--- src/rtl/otter_db_pkg.sv ---
// ----------------------------------------------------------------------------
// otter_db_pkg
// Shared types and helpers for the push-button debouncer.
//   db_state_t    : per-channel qualification state (2-bit encoding)
//   db_cnt_width  : stability-counter width, never less than one bit
//   db_level      : debounced level implied by a given state
// ----------------------------------------------------------------------------
package otter_db_pkg;

    typedef enum logic [1:0] {
        IDLE         = 2'b00,
        PRESS_WAIT   = 2'b01,
        HIGH         = 2'b10,
        RELEASE_WAIT = 2'b11
    } db_state_t;

    // $clog2(1) is 0, so a single-cycle qualification still needs one bit.
    function automatic int db_cnt_width(input int count);
        if (count > 1) begin
            return $clog2(count);
        end else begin
            return 1;
        end
    endfunction

    // Level is 1 in both states that belong to the "pressed" side.
    function automatic logic db_level(input db_state_t st);
        logic lvl;
        case (st)
            HIGH:         lvl = 1'b1;
            RELEASE_WAIT: lvl = 1'b1;
            IDLE:         lvl = 1'b0;
            PRESS_WAIT:   lvl = 1'b0;
            default:      lvl = 1'b0;
        endcase
        return lvl;
    endfunction

endpackage

--- src/rtl/db_channel.sv ---
// ----------------------------------------------------------------------------
// db_channel
// One debounced button: optional two-flop synchroniser, stability counter and
// four-state qualification FSM.
//   clk, rst_n : clock, asynchronous active-low reset
//   btn_in     : raw button bit (1 = pressed)
//   level      : debounced level, registered
//   pulse      : one-cycle pulse on each accepted press, registered
// Macro BTN_DB_SYNC_EN: when defined, btn_in passes through a two-flop
// synchroniser (adds two cycles of latency); when undefined, btn_in is used
// directly and must already be synchronous to clk.
// ----------------------------------------------------------------------------
module db_channel
    import otter_db_pkg::*;
#(
    parameter int DB_COUNT = 500_000
) (
    input  logic clk,
    input  logic rst_n,
    input  logic btn_in,
    output logic level,
    output logic pulse
);

    localparam int              CW        = db_cnt_width(DB_COUNT);
    localparam logic [CW-1:0]   CNT_MAX   = CW'(DB_COUNT - 1);
    localparam logic [CW-1:0]   CNT_ONE   = CW'(1);
    localparam logic [CW-1:0]   CNT_ZERO  = CW'(0);

    logic            sample_s;
    db_state_t       state_r;
    db_state_t       state_next_s;
    logic [CW-1:0]   cnt_r;
    logic [CW-1:0]   cnt_next_s;
    logic            pulse_next_s;
    logic            level_r;
    logic            pulse_r;

`ifdef BTN_DB_SYNC_EN
    logic sync1_r;
    logic sync2_r;

    // Two-flop synchroniser bringing the asynchronous pin into clk domain.
    always_ff @(posedge clk or negedge rst_n) begin
        if (!rst_n) begin
            sync1_r <= 1'b0;
            sync2_r <= 1'b0;
        end else begin
            sync1_r <= btn_in;
            sync2_r <= sync1_r;
        end
    end

    assign sample_s = sync2_r;
`else
    assign sample_s = btn_in;
`endif

    // State, counter and output registers.
    always_ff @(posedge clk or negedge rst_n) begin
        if (!rst_n) begin
            state_r <= IDLE;
            cnt_r   <= CNT_ZERO;
            level_r <= 1'b0;
            pulse_r <= 1'b0;
        end else begin
            state_r <= state_next_s;
            cnt_r   <= cnt_next_s;
            level_r <= db_level(state_next_s);
            pulse_r <= pulse_next_s;
        end
    end

    // Next-state logic: a sample disagreeing with the stable side restarts
    // qualification; the counter saturates at CNT_MAX via the state change.
    always_comb begin
        state_next_s = state_r;
        cnt_next_s   = cnt_r;
        pulse_next_s = 1'b0;
        case (state_r)
            IDLE: begin
                if (sample_s) begin
                    state_next_s = PRESS_WAIT;
                    cnt_next_s   = CNT_ZERO;
                end else begin
                    state_next_s = IDLE;
                end
            end
            PRESS_WAIT: begin
                if (!sample_s) begin
                    state_next_s = IDLE;
                end else if (cnt_r == CNT_MAX) begin
                    state_next_s = HIGH;
                    pulse_next_s = 1'b1;
                end else begin
                    cnt_next_s   = cnt_r + CNT_ONE;
                end
            end
            HIGH: begin
                if (!sample_s) begin
                    state_next_s = RELEASE_WAIT;
                    cnt_next_s   = CNT_ZERO;
                end else begin
                    state_next_s = HIGH;
                end
            end
            RELEASE_WAIT: begin
                // Returning to HIGH from here is a rejected release, not a press.
                if (sample_s) begin
                    state_next_s = HIGH;
                end else if (cnt_r == CNT_MAX) begin
                    state_next_s = IDLE;
                end else begin
                    cnt_next_s   = cnt_r + CNT_ONE;
                end
            end
            default: begin
                state_next_s = IDLE;
                cnt_next_s   = CNT_ZERO;
            end
        endcase
    end

    assign level = level_r;
    assign pulse = pulse_r;

endmodule

--- src/rtl/button_debouncer.sv ---
// ----------------------------------------------------------------------------
// button_debouncer
// Multi-channel push-button conditioner; each channel is independent.
//   CLK       : system clock, rising edge
//   RST_N     : asynchronous active-low reset
//   BTN_IN    : raw button pins, 1 = pressed
//   BTN_LEVEL : debounced level per channel, registered
//   BTN_PULSE : one-cycle pulse per accepted press, registered
// Macro BTN_DB_SYNC_EN enables the per-channel two-flop synchroniser.
// ----------------------------------------------------------------------------
module button_debouncer
    import otter_db_pkg::*;
#(
    parameter int N_BTN    = 2,
    parameter int DB_COUNT = 500_000
) (
    input  logic             CLK,
    input  logic             RST_N,
    input  logic [N_BTN-1:0] BTN_IN,
    output logic [N_BTN-1:0] BTN_LEVEL,
    output logic [N_BTN-1:0] BTN_PULSE
);

    for (genvar g = 0; g < N_BTN; g++) begin : g_ch
        db_channel #(
            .DB_COUNT (DB_COUNT)
        ) u_ch (
            .clk    (CLK),
            .rst_n  (RST_N),
            .btn_in (BTN_IN[g]),
            .level  (BTN_LEVEL[g]),
            .pulse  (BTN_PULSE[g])
        );
    end

endmodule
--- config.mk ---
export PLATFORM = sky130hd
export DESIGN_NAME = button_debouncer
export DESIGN_NICKNAME = d
export VERILOG_FILES = /design/src/rtl/otter_db_pkg.sv /design/src/rtl/db_channel.sv /design/src/rtl/button_debouncer.sv
export SDC_FILE = /design/constraint.sdc
export NUM_CORES = 1
export LEC_CHECK = 0
export ABC_CLOCK_PERIOD_IN_PS = 3700
export BUFFER_PORTS_ARGS = -buffer_cell sky130_fd_sc_hd__buf_2
export CORE_MARGIN = 5
export CORE_UTILIZATION = 45
export CTS_BUF_LIST = sky130_fd_sc_hd__clkbuf_8
export CTS_CLUSTER_SIZE = 12
export DETAILED_ROUTE_END_ITERATION = 10
export GPL_TIMING_DRIVEN = 0
export SLEW_MARGIN = 10
export SYNTH_ARGS = -nofsm -noshare
export SYNTH_HDL_FRONTEND = slang
export SYNTH_HIERARCHICAL = 1
export SYNTH_SLANG_ARGS = --single-unit
--- constraint.sdc ---
create_clock -name CLK -period 3.7 [get_ports CLK]
set_input_delay 0.37 -clock CLK [delete_from_list [all_inputs] [get_ports CLK]]
set_output_delay 0.37 -clock CLK [all_outputs]
set_load 0.005 [all_outputs]
== After elaboration in Yosys (flattened, before gate mapping) ==
Index checks and enable logic that the tools add are counted.
Widths: inputs -> output; s select.

* Bits in registers: 46
* Bits of input ports: 4
* Logic and storage cells: 76

* Add/sub/neg operators: 2
* Equality and inequality tests: 22
* Mux-type cells: 34
* Reduce and logical (&&, ||, !) cells: 10

{| class="wikitable"
|+ Operator list
! cell !! count
|-
| $mux 19 || 10
|-
| $pmux 19 s4 || 2
|-
| $add 19x1->19 const B || 2
|-
| $eq 19x19->1 const B || 2
|-
| $eq 2x2->1 const B || 8
|-
| $mux 2 || 8
|-
| $ne 2x2->1 const B || 8
|-
| $pmux 2 s4 || 2
|-
| $mux 1 || 10
|-
| $eq 2x1->1 const B || 4
|-
| $logic_not 2->1 || 4
|-
| $reduce_and 4->1 || 2
|-
| $reduce_or 2->1 || 4
|-
| $pmux 1 s2 || 2
|}

== Depth between registers and ports, before layout ==
* Word-level depth: 7
* Depth in mapped cells: 9
* Depth with buffers taken out: 6

== Hierarchy ==
Netlist, hierarchy kept.

{| class="wikitable"
|+ By module, submodules not included
! module !! instances !! cells an instance !! area each (sq um)
|-
| db_channel || 2 || 134 || 1277.5
|}

== Worst setup path after synthesis ==
Ideal clock, no wire load.

* Kind: reg-to-reg
* From: register g_ch[0].u_ch.cnt_r[0]
* To: register g_ch[0].u_ch.cnt_r[8]
* Setup time: 0.129 ns
* Data arrival time: 1.735 ns
* Required time: 3.571 ns
* Path slack: 1.836 ns
* Stages on the path, launching flop included: 10
* Buffers on the path: 3
* Path through: dfrtp_1 -> ha_1 -> and3_4 -> buf_6 -> and4_4 -> a31o_1 -> buf_6 -> buf_12 -> o21ai_2 -> o31ai_1

* Cells in the longest elaborated chain, start to end: 4
* Elaborated cells on any way between the ends: 6
* Classes of those cells: 1 x add/sub; 1 x eq/ne; 4 x mux

{| class="wikitable"
|+ RTL lines
! element !! line !! text
|-
| from (decl) || db_channel.sv:33 || <nowiki>logic [CW-1:0] cnt_r;</nowiki>
|-
| from (signal assigned) || db_channel.sv:68 || <nowiki>cnt_r <= cnt_next_s;</nowiki>
|-
| $add 19x1->19 or $eq 19x19->1 (tied branches) || - ||
|-
| $mux 19 (*) || db_channel.sv:92, db_channel.sv:111 ||
|-
| $mux 19, on equally long branches || db_channel.sv:109, db_channel.sv:90 ||
|-
| $pmux 19 s4 (*) || db_channel.sv:80 || <nowiki>case (state_r)</nowiki>
|}

Mark *: on every way between the ends. The rest lies on a longest branch, timed or not. The select of a mux whose other input is x is not followed.
A chain may end at the register's enable or synchronous reset.

== Worst setup path after layout ==
* From: register g_ch[1].u_ch.cnt_r[0]
* To: register g_ch[1].u_ch.cnt_r[16]

* Cells in the longest elaborated chain, start to end: 4
* Elaborated cells on any way between the ends: 6
* Classes of those cells: 1 x add/sub; 1 x eq/ne; 4 x mux

{| class="wikitable"
|+ RTL lines
! element !! line
|-
| from (decl) || db_channel.sv:33
|-
| from (signal assigned) || db_channel.sv:68
|-
| $add 19x1->19 or $eq 19x19->1 (tied branches) || -
|-
| $mux 19 (*) || db_channel.sv:92, db_channel.sv:111
|-
| $mux 19, on equally long branches || db_channel.sv:109, db_channel.sv:90
|-
| $pmux 19 s4 (*) || db_channel.sv:80
|}

Marked as above.

==> flow_summary.toml <==
[power_and_ir_drop]
swShare_pct = 29.0
total_power_uw = 1110
pwr-share-clk_pct = 32.7
ir_drop_uv = 219
power.switching_uw = 321
seq_power_share_pct = 51.6
powerDensity_mw_per_mm2 = 397
internal_power_uw = 785
p_comb_share_pct = 15.7
leakage_uw = 0.00112

[worst_setup_path]
worstPathArrival_ns = 2.22
r2r_cells = 8
slowest_delay_ns = 0.44
critical_path_class = "reg -> reg"
cp_data_required_time_ns = 3.89
cpMaxStageDelayCell = "dfrtp_1"
end_kind = "register"
cp-start-kind = "register"
cp_max_fo = 10
path_cells = "ha_1 -> and3_4 -> buf_6 -> and4_4 -> nand3_1 -> nand2_1 -> buf_4 -> o31ai_1"

[clock_tree]
clockRootBuffer = "clkbuf_8"
cts_resized = 0
cts_tree = "yes"
clock_path_buffers = 2
cts_buffers = 5
postCtsSetupBuffers = 0
path_clk_slew_ns = 0.09
worstSkewPairLatency_ns = 0.29
hold_buffers = 0
cts_num_sinks = 44
htree_num_levels = 2

[synth]
synthTopCellsByArea = "dfrtp_1 (43%), o31ai_1 (5.9%), o21ai_0 (4.3%), nand2_1 (4.1%), nand3_1 (3.5%)"
syn_nets = 274
synth_area_mm2 = 0.00255
yosysSeqAreaShare_pct = 43.1
synth_mux_area_share_pct = 0.881
yosys.area_share.simple_pct = 23.0
syn_inst = 268
synth_xor_area_share_pct = 0.686
synth_cell_types = 41
synth_seq_cells = 44
synthAdderAreaFrac_pct = 0.979
synth_compound_area_share_pct = 25.5
yosysWarnings = 6
synth_top_family_by_area = "compound AO/OA/AOI/OAI gates"
synth_top_area_cell = "dfrtp_1"
avgSynthCellArea_um2 = 9.53
yosys.area.top_type_share_pct = 43.1

[timing]
period_share_pct = 55.0
worst_pin_slew_ns = 0.987
min_period_ns = 2.03
finalSetupViolations = 0
fin_skew_ns = 0.00944
fin_ws_ns = 1.67
slew_violations = 0
tns_ns = 0
hold_viol = 0
rsz0062_at_grt = "no"
relSlewSlack_pct = 34.2
fmaxAchievable_ghz = 0.492

[finish]
nets = 288
syn_to_final_growth_pct = 9.11
instances_no_fill = 355
final_common_cell = "dfrtp_1"
stdcell_area_mm2 = 0.00279
drive_above_1_share_pct = 16.3
antenna_cells = 0
layout_common_cells = "dfrtp_1 (44), nand2_1 (28), o21ai_0 (22)"

[flow_run]
maxCapViolations = 0

[floorplanning]
core-area_mm2 = 0.00551
die_y_um = 85.4
die_area_mm2 = 0.00728
rows = 27
io_pins = 8
die_x_um = 85.4
start_util_pct = 46.4

[place]
globalplace.congestion = 0.815
pre_cts_ws_ns = 1.69
postPlaceCellArea_mm2 = 0.00268
place_inst = 347
dp_hpwl_um = 4000
port_buffers = 7

[global_routing]
grt_pass1_wl_um = 10100
grtUsageTotal_pct = 17.3
first_global_vias = 1997
antenna_found_initial = 0
grt-ovfl-total = 0
grt_max_degree = 45

[route]
drcViolationCount = 0
wl_per_cell_um = 16.3
drt_iter0_drc = 147
wl_um = 5780
firstDrtPassIters = 4
antenna_left = 0
routed-via-count = 2079
viasPerCell = 5.86

[worst_hold_path]
hold_path.class = "in -> async"

[outcome]
outcome = "finished clean"
-- critical path: cells and delay by family (launching register included) --
| kind | cells | cell delay (ns) |
|---|---|---|
| AO/OA/AOI/OAI | 1 | 0.26 |
| adder cells (fa/ha/maj) | 1 | 0.25 |
| buffers and inverters | 2 | 0.32 |
| AND/OR/NAND/NOR | 4 | 0.65 |
| flip-flops | 1 | 0.44 |
-- cells in the mapped netlist --
cell type / number
o21ai_2: 10
clkbuf_1: 2
a31oi_1: 8
a31o_1: 2
nor2_1: 8
xnor2_1: 2
nand2b_1: 2
o21ai_0: 22
a22o_1: 2
a21o_1: 2
nor3b_1: 6
nor2b_1: 2
inv_1: 6
and3_1: 4
mux2_2: 2
and4_1: 2
buf_4: 2
o31ai_1: 20
nand4_1: 8
and4_4: 2
and2_1: 4
nor3_1: 4
nand3_1: 18
dfrtp_1: 44
or3_1: 2
nor4b_1: 2
a21oi_1: 10
o21ai_1: 6
buf_6: 4
and3_4: 2
nor4_1: 6
or4_1: 4
buf_12: 2
o21a_1: 4
o31ai_4: 2
o41ai_1: 2
nand2_1: 28
ha_1: 2
o41ai_2: 2
and2_0: 2
buf_2: 4
-- logic make-up after synthesis --
group / Yosys count
buf+inv: 20
flops: 44
simple gates: 106
compound gates: 92
fa+ha+maj: 2
xor+xnor: 2
mux: 2
-- worst paths after layout --
path                            slack (ns)                      to                    from
worst max register to register        1.67  g_ch[1].u_ch/cnt_r[16]   g_ch[1].u_ch/cnt_r[0]
worst min-delay path                  0.23   g_ch[0].u_ch/cnt_r[1]                   RST_N
worst min register to register        0.48  g_ch[0].u_ch/cnt_r[17]  g_ch[0].u_ch/cnt_r[17]
min in group CLK                      0.35      g_ch[0].u_ch/level               BTN_IN[0]
worst max-delay path                  1.67  g_ch[1].u_ch/cnt_r[16]   g_ch[1].u_ch/cnt_r[0]
max in group asynchronous             2.85   g_ch[1].u_ch/cnt_r[9]                   RST_N
-- sequential cells by signal, indices dropped and copies added (netlist names) --
name and count:
g_ch.u_ch/cnt_r 38, g_ch.u_ch/level 2, g_ch.u_ch/pulse 2, g_ch.u_ch/state_r 2
-- power by group through the flow --
| stage | clock (uW) | combinational (uW) | sequential, uW |
|---|---|---|---|
| after global routing | 402 | 196 | 580 |
| final | 362 | 174 | 571 |
| after detailed placement | 0 | 176 | 580 |
| after global placement | 0 | 172 | 578 |
| after CTS | 377 | 177 | 570 |
| after floorplan | 0 | 132 | 566 |
-- metrics by stage --
step           util (%)  hold slack, ns
2_1_floorplan         -          0.0744
3_3_place_gp       48.7           0.466
3_5_place_dp       48.7           0.475
4_1_cts            50.6           0.272
5_1_grt            50.6           0.313
6_report           50.6           0.229
-- per-layer routing --
layer | global-route usage [%] | up-vias | share of wire (%)
li1 | - | 1048 | -
met1 | 25.5 | 984 | 52
met2 | 25.8 | 43 | 42
met3 | 3.88 | 4 | 4.8
met4 | 3.60 | 0 | 0.57
met5 | 0 | - | 0
-- final cells by class --
type                       count  area [um2]
buffer                        14         128
clock buffer                   5        68.8
clock inverter                 3        38.8
fill                         526        2720
inverter                       6        22.5
multi-input combinational    204        1300
sequential                    44        1100
tap                           72        90.1
timing repair buffer           7        35.0
(Power assumes the default switching activity.)
